**config.mk**
```make
export PLATFORM = sky130hd
export DESIGN_NAME = fetch_stage
export DESIGN_NICKNAME = d
export VERILOG_FILES = /design/src/rtl/fetch_stage_pkg.sv /design/src/rtl/fetch_stage_next_pc_sel.sv /design/src/rtl/fetch_stage.sv
export SDC_FILE = /design/constraint.sdc
export NUM_CORES = 1
export LEC_CHECK = 0
export CORE_ASPECT_RATIO = 0.7
export CORE_UTILIZATION = 44
export DETAILED_ROUTE_END_ITERATION = 7
export PLACE_DENSITY = 0.82
export SLEW_MARGIN = 20
export SYNTH_ARGS = -nofsm -noshare
export SYNTH_HDL_FRONTEND = slang
export SYNTH_HIERARCHICAL = 1
export SYNTH_SLANG_ARGS = --single-unit
```
**constraint.sdc**
```tcl
create_clock -name clock -period 3.1 [get_ports clock]
set_clock_uncertainty 0.2 [all_clocks]
set_input_delay 0.465 -clock clock [delete_from_list [all_inputs] [get_ports clock]]
set_output_delay 0.465 -clock clock [all_outputs]
set_load 0.02 [all_outputs]
```
**src/rtl/fetch_stage_pkg.sv**
```systemverilog
// Shared constants, FSM encoding and address helper for the MIPS IF stage.
package fetch_stage_pkg;

    localparam logic [31:0] RESET_PC_DEF  = 32'h0040_0000;
    localparam logic [31:0] NOP_INSTR_DEF = 32'h0000_0000;

    typedef enum logic [1:0] {
        FETCH   = 2'b00,
        HOLD    = 2'b01,
        DISCARD = 2'b10
    } fetch_state_t;

    function automatic logic [31:0] word_align(input logic [31:0] addr);
        return addr & 32'hFFFF_FFFC;
    endfunction

endpackage

```
**src/rtl/fetch_stage_next_pc_sel.sv**
```systemverilog
// Next-PC priority mux: jr > jump > branch > pc+4, result always word aligned.
// Latency: combinational. Backpressure: none, pure function of its inputs.
module next_pc_sel
    import fetch_stage_pkg::*;
(
    input  logic [31:0] pc_plus_four,
    input  logic        branch_taken,
    input  logic        jump,
    input  logic        jr,
    input  logic [31:0] branch_target,
    input  logic [31:0] jump_target,
    input  logic [31:0] jr_target,
    output logic        redirect,
    output logic [31:0] redirect_target,
    output logic [31:0] next_pc
);

    assign redirect = jr | jump | branch_taken;

    always_comb begin
        redirect_target = word_align(branch_target);
        if (jump) redirect_target = word_align(jump_target);
        if (jr)   redirect_target = word_align(jr_target);
        next_pc = redirect ? redirect_target : pc_plus_four;
    end

endmodule

```
**src/rtl/fetch_stage.sv**
```systemverilog
// IF stage: owns the PC, issues imem requests, presents one word per cycle to IF/ID.
// Latency: word valid in the cycle imem_ready returns it, no extra register stage.
// Backpressure: stall_F parks the returned word in hold_buf and stops requesting.
module fetch_stage
    import fetch_stage_pkg::*;
#(
    parameter logic [31:0] RESET_PC  = RESET_PC_DEF,
    parameter logic [31:0] NOP_INSTR = NOP_INSTR_DEF
) (
    input  logic        clock,
    input  logic        reset,
    input  logic        stall_F,
    input  logic        branch_taken_D,
    input  logic        jump_D,
    input  logic        jr_D,
    input  logic [31:0] branch_target_D,
    input  logic [31:0] jump_target_D,
    input  logic [31:0] jr_target_D,
    output logic        imem_req,
    output logic [31:0] imem_addr,
    input  logic        imem_ready,
    input  logic [31:0] imem_rdata,
    output logic [31:0] pc_F,
    output logic [31:0] pc_plus_four_F,
    output logic [31:0] instruction_F,
    output logic        fetch_valid_F
);

    fetch_state_t state_q, state_d;
    logic [31:0]  pc_q, pc_d;
    logic [31:0]  redirect_pc_q, redirect_pc_d;
    logic [31:0]  hold_buf_q, hold_buf_d;
    logic         redirect;
    logic [31:0]  redirect_target;
    logic [31:0]  next_pc;

    assign pc_F           = pc_q;
    assign pc_plus_four_F = pc_q + 32'd4;
    assign imem_addr      = pc_q;

    next_pc_sel u_next_pc_sel (
        .pc_plus_four    (pc_plus_four_F),
        .branch_taken    (branch_taken_D),
        .jump            (jump_D),
        .jr              (jr_D),
        .branch_target   (branch_target_D),
        .jump_target     (jump_target_D),
        .jr_target       (jr_target_D),
        .redirect        (redirect),
        .redirect_target (redirect_target),
        .next_pc         (next_pc)
    );

    always_comb begin
        state_d       = state_q;
        pc_d          = pc_q;
        redirect_pc_d = redirect_pc_q;
        hold_buf_d    = hold_buf_q;
        imem_req      = 1'b0;
        fetch_valid_F = 1'b0;
        instruction_F = NOP_INSTR;
        if (!reset) begin
            case (state_q)
                FETCH: begin
                    imem_req = 1'b1;
                    if (redirect) begin
                        // A redirect kills the word in flight; if it has not returned yet
                        // the request must still complete, so remember where to go.
                        if (imem_ready) begin
                            pc_d = next_pc;
                        end else begin
                            redirect_pc_d = redirect_target;
                            state_d       = DISCARD;
                        end
                    end else if (imem_ready) begin
                        fetch_valid_F = 1'b1;
                        instruction_F = imem_rdata;
                        if (stall_F) begin
                            hold_buf_d = imem_rdata;
                            state_d    = HOLD;
                        end else begin
                            pc_d = next_pc;
                        end
                    end
                end
                HOLD: begin
                    if (redirect) begin
                        pc_d    = next_pc;
                        state_d = FETCH;
                    end else begin
                        fetch_valid_F = 1'b1;
                        instruction_F = hold_buf_q;
                        if (!stall_F) begin
                            pc_d    = next_pc;
                            state_d = FETCH;
                        end
                    end
                end
                DISCARD: begin
                    imem_req = 1'b1;
                    if (redirect) redirect_pc_d = redirect_target;
                    if (imem_ready) begin
                        pc_d    = redirect ? redirect_target : redirect_pc_q;
                        state_d = FETCH;
                    end
                end
                default: state_d = FETCH;
            endcase
        end
    end

    always_ff @(posedge clock) begin
        if (reset) begin
            state_q       <= FETCH;
            pc_q          <= word_align(RESET_PC);
            redirect_pc_q <= 32'h0;
            hold_buf_q    <= 32'h0;
        end else begin
            state_q       <= state_d;
            pc_q          <= pc_d;
            redirect_pc_q <= redirect_pc_d;
            hold_buf_q    <= hold_buf_d;
        end
    end

endmodule

```
==> impl_results.md <==
- Status: complete, no violations
- Post-synthesis cell area: 0.00653 sq mm
- VDD IR-drop max: 0.268 mV
- Fmax: 336 MHz
- Required time of the critical path: 2.43 ns
- FF-to-FF setup slack: 0.60 ns
- Synth Area in Compound Gates: 0.225
- Placed cell area: about 0.0091 sq mm
- Die Y: just over 100 um
- Register area: 0.00196 sq mm
- Vias in the first global route: between 6000 and 7000
- Fill count: 1307
- Post-Syn Area per Cell: around 7 sq um
- Yosys cell types: 42
- FF-to-FF path depth: 11
- Die ar.: 0.0153 sq mm
- Multi-input logic area: 0.00396 sq mm
- Power per cell area: about 390 mW/mm^2
- Synth Instances: 905
- Synth Area in Adders: 0.00192
- Worst hold path type: reg -> reg
- WHS: 0.254 ns
- Die width: about 150 um
- Crit Path Class: reg -> out
- Synth top cells by count: nand2_1 (229), dfxtp_1 (98), a21oi_1 (95)
- Crit path capture: pc_plus_four_F[28]
- CTS H-tree depth: 3
- Worst setup SP type: flop
- Drt first pass iters: 5
- Final Cycle Share: 0.959
- Minimum clock period: 2.97 ns
- Rel. slew slack: 0.309
- TritonCTS buffer count: 9
- Post-route ant nets: 0
- Reg power frac: 0.387
- Mean routed wirelength per cell: 15.6 um
- Setup crit end kind: primary output
- Hold_buf cts: 0
- Non-filler cells, final: 1301
- P_leak: 3.67 nW
- Routability Congestion: 0.853
- Starting density of the core: 0.460
- Final Hold Fails: 0
- Synth Flop Type: dfxtp_1
- Internal power: roughly 2.5 mW
- Largest family of logic cells by synthesized area: simple AND/OR/NAND/NOR gates
- Clk root buf: clkbuf_16
- Max Slew Vio Count: 0
- DR vias/cell: 5.38
- Via count: 6997
- Clock sink total: 98
- Maximum fanout along the worst path: 9
- Dpl cells: 1284
- Least-Margin Pin Slew: 1.04 ns
- # rows: 36
- Max-cap violation count: 0
- Gr usage total: 0.258
- Clock transition at path regs: approximately 0.08 ns
- Launch point of the worst path: imem_addr[3]$_SDFFE_PP0P_
- GRT overflow: 0
- Share of cells above drive strength 1: 0.0711
- R2R Path End: imem_addr[30]$_SDFFE_PP0P_
- Largest net degree at the start of global routing: 99
- Post-Synth Simple-Gate Area: 0.286
- Clock Latency Late Sink: roughly 0.34 ns
- Nets: 1242
- Combinational power share: 0.286
- Antenna Cells: 0
- Initial antenna violation count: 0
- Leading area contributor after synthesis: dfxtp_1
- Final setup TNS: 0 ns
- Port Buf Inserts: 258
- DRT iter0 DRCs: approximately 400
- Area grow syn2layout: 43.3%
- Residual DRC: 0
- Post-synth ARST share: 0
- EDFF count, synth: 0
- Synth warn: 6
- Clock buffer depth: 2
- Top cell type's share of synthesized area: 0.301
- Hold Crit Depth: 2
- Clock Power Share: 0.328
- Core Region: 0.0142 sq mm
- First-pass GRT wire length: between 30000 and 40000 um
- Num ports: 265
- R2r startpoint: imem_addr[3]$_SDFFE_PP0P_
- Post-Synth XOR/XNOR Area: 0.0376
- Ranking of synthesized cells by area: dfxtp_1 (30%), nand2_1 (13%), a21oi_1 (7.3%)
- Count leader, synth: nand2_1
- Mux contribution to synthesized area: 0.0491
- Design area: 0.00935 sq mm
- Finished Core Util: 0.659
- CTS tree: yes
- Seq/Total Area, Yosys: 0.301
- RSZ-0062 raised after global routing: no
- Total Wirelength: 20300 um
- Seq cells post-synth: 98
- Critical Path AT: 2.31 ns
- Switch share: 0.308
- Switching pwr: 1.11 mW
- Setup Viol. Count Final: 0
- Detailed placement HPWL: approximately 14000 um
## kinds of logic after synthesis
family	Yosys count
AND/OR/NAND/NOR	410
AO/OA/AOI/OAI	222
buffers and inverters	113
flip-flops	98
multiplexers	32
XOR/XNOR	28
adder cells (fa/ha/maj)	1
other	1
## how the worst min path moves through the flow
stage / start / endpoint / slack, ns
CTS: redirect_pc_q[10]$_SDFFE_PP0P_ / redirect_pc_q[10]$_SDFFE_PP0P_ / 0.25
global route: redirect_pc_q[24]$_SDFFE_PP0P_ / redirect_pc_q[24]$_SDFFE_PP0P_ / 0.26
floorplan: redirect_pc_q[0]$_SDFFE_PP0P_ / redirect_pc_q[0]$_SDFFE_PP0P_ / 0.24
detailed placement: redirect_pc_q[10]$_SDFFE_PP0P_ / redirect_pc_q[10]$_SDFFE_PP0P_ / 0.25
global placement: redirect_pc_q[19]$_SDFFE_PP0P_ / redirect_pc_q[19]$_SDFFE_PP0P_ / 0.24
finish: redirect_pc_q[13]$_SDFFE_PP0P_ / redirect_pc_q[13]$_SDFFE_PP0P_ / 0.25
## per-stage QoR
stage | setup WS, ns | power, mW
floorplan | 0.0225 | 2.01
finish | 0.128 | 3.61
detailed placement | -0.0770 | 2.47
global placement | -0.0518 | 2.45
global route | 0.00643 | 3.78
CTS | 0.0376 | 3.64
## power groups by stage
| stage | Clock [mW] | Combinational [mW] | Sequential, mW |
|---|---|---|---|
| 3_5_place_dp | 0 | 1.04 | 1.42 |
| 4_1_cts | 1.21 | 1.03 | 1.40 |
| 5_1_grt | 1.26 | 1.11 | 1.41 |
| 2_1_floorplan | 0 | 0.543 | 1.46 |
| 3_3_place_gp | 0 | 1.03 | 1.42 |
| 6_report | 1.18 | 1.03 | 1.40 |
## what timing repair did
action,in CTS,in global routing
setup buffers,1,0
pin swaps,1,0
resized for setup,50,6
endpoints found under the setup margin,52,7
## flip-flops by register name, indices dropped and copies added (netlist names)
| name | flops |
|---|---|
| imem_addr | 32 |
| hold_buf_q | 32 |
| state_q | 2 |
| redirect_pc_q | 32 |
## cell type report
class,count,area share
clock inverter,6,0.00829
inverter,4,0.00161
clock buffer,10,0.0256
timing repair buffer,298,0.306
multi-input combinational,695,0.423
tap,190,0.0254
sequential,98,0.210
## metal layers
layer / routed length [um] / up-vias / track usage
met1: 8910 / 3194 / 0.337
met3: 1730 / 23 / 0.0596
met4: 281 / 0 / 0.0486
met5: 0 / - / 0
met2: 9360 / 294 / 0.434
li1: - / 3486 / -
## critical path: stages (launching register included)
cell and delay (ns):
dfxtp_1 0.35, ha_1 0.17, and4_2 0.32, nor3b_4 0.24, buf_12 0.15, nand3_1 0.08
xnor2_1 0.27, dlygate4sd2_1 0.38
## layout by cell type (no fill, tap or decap), types with 32 or more instances in the layout
cell and count:
a22oi_1 32, nand2_1 229, buf_4 37, nor2b_1 57
dlygate4sd2_1 49, dfxtp_1 98, nor2_1 73, a21oi_1 95
clkdlybuf4s50_1 204, mux2i_1 32
Note: power is estimated with default switching activity, not from simulation.
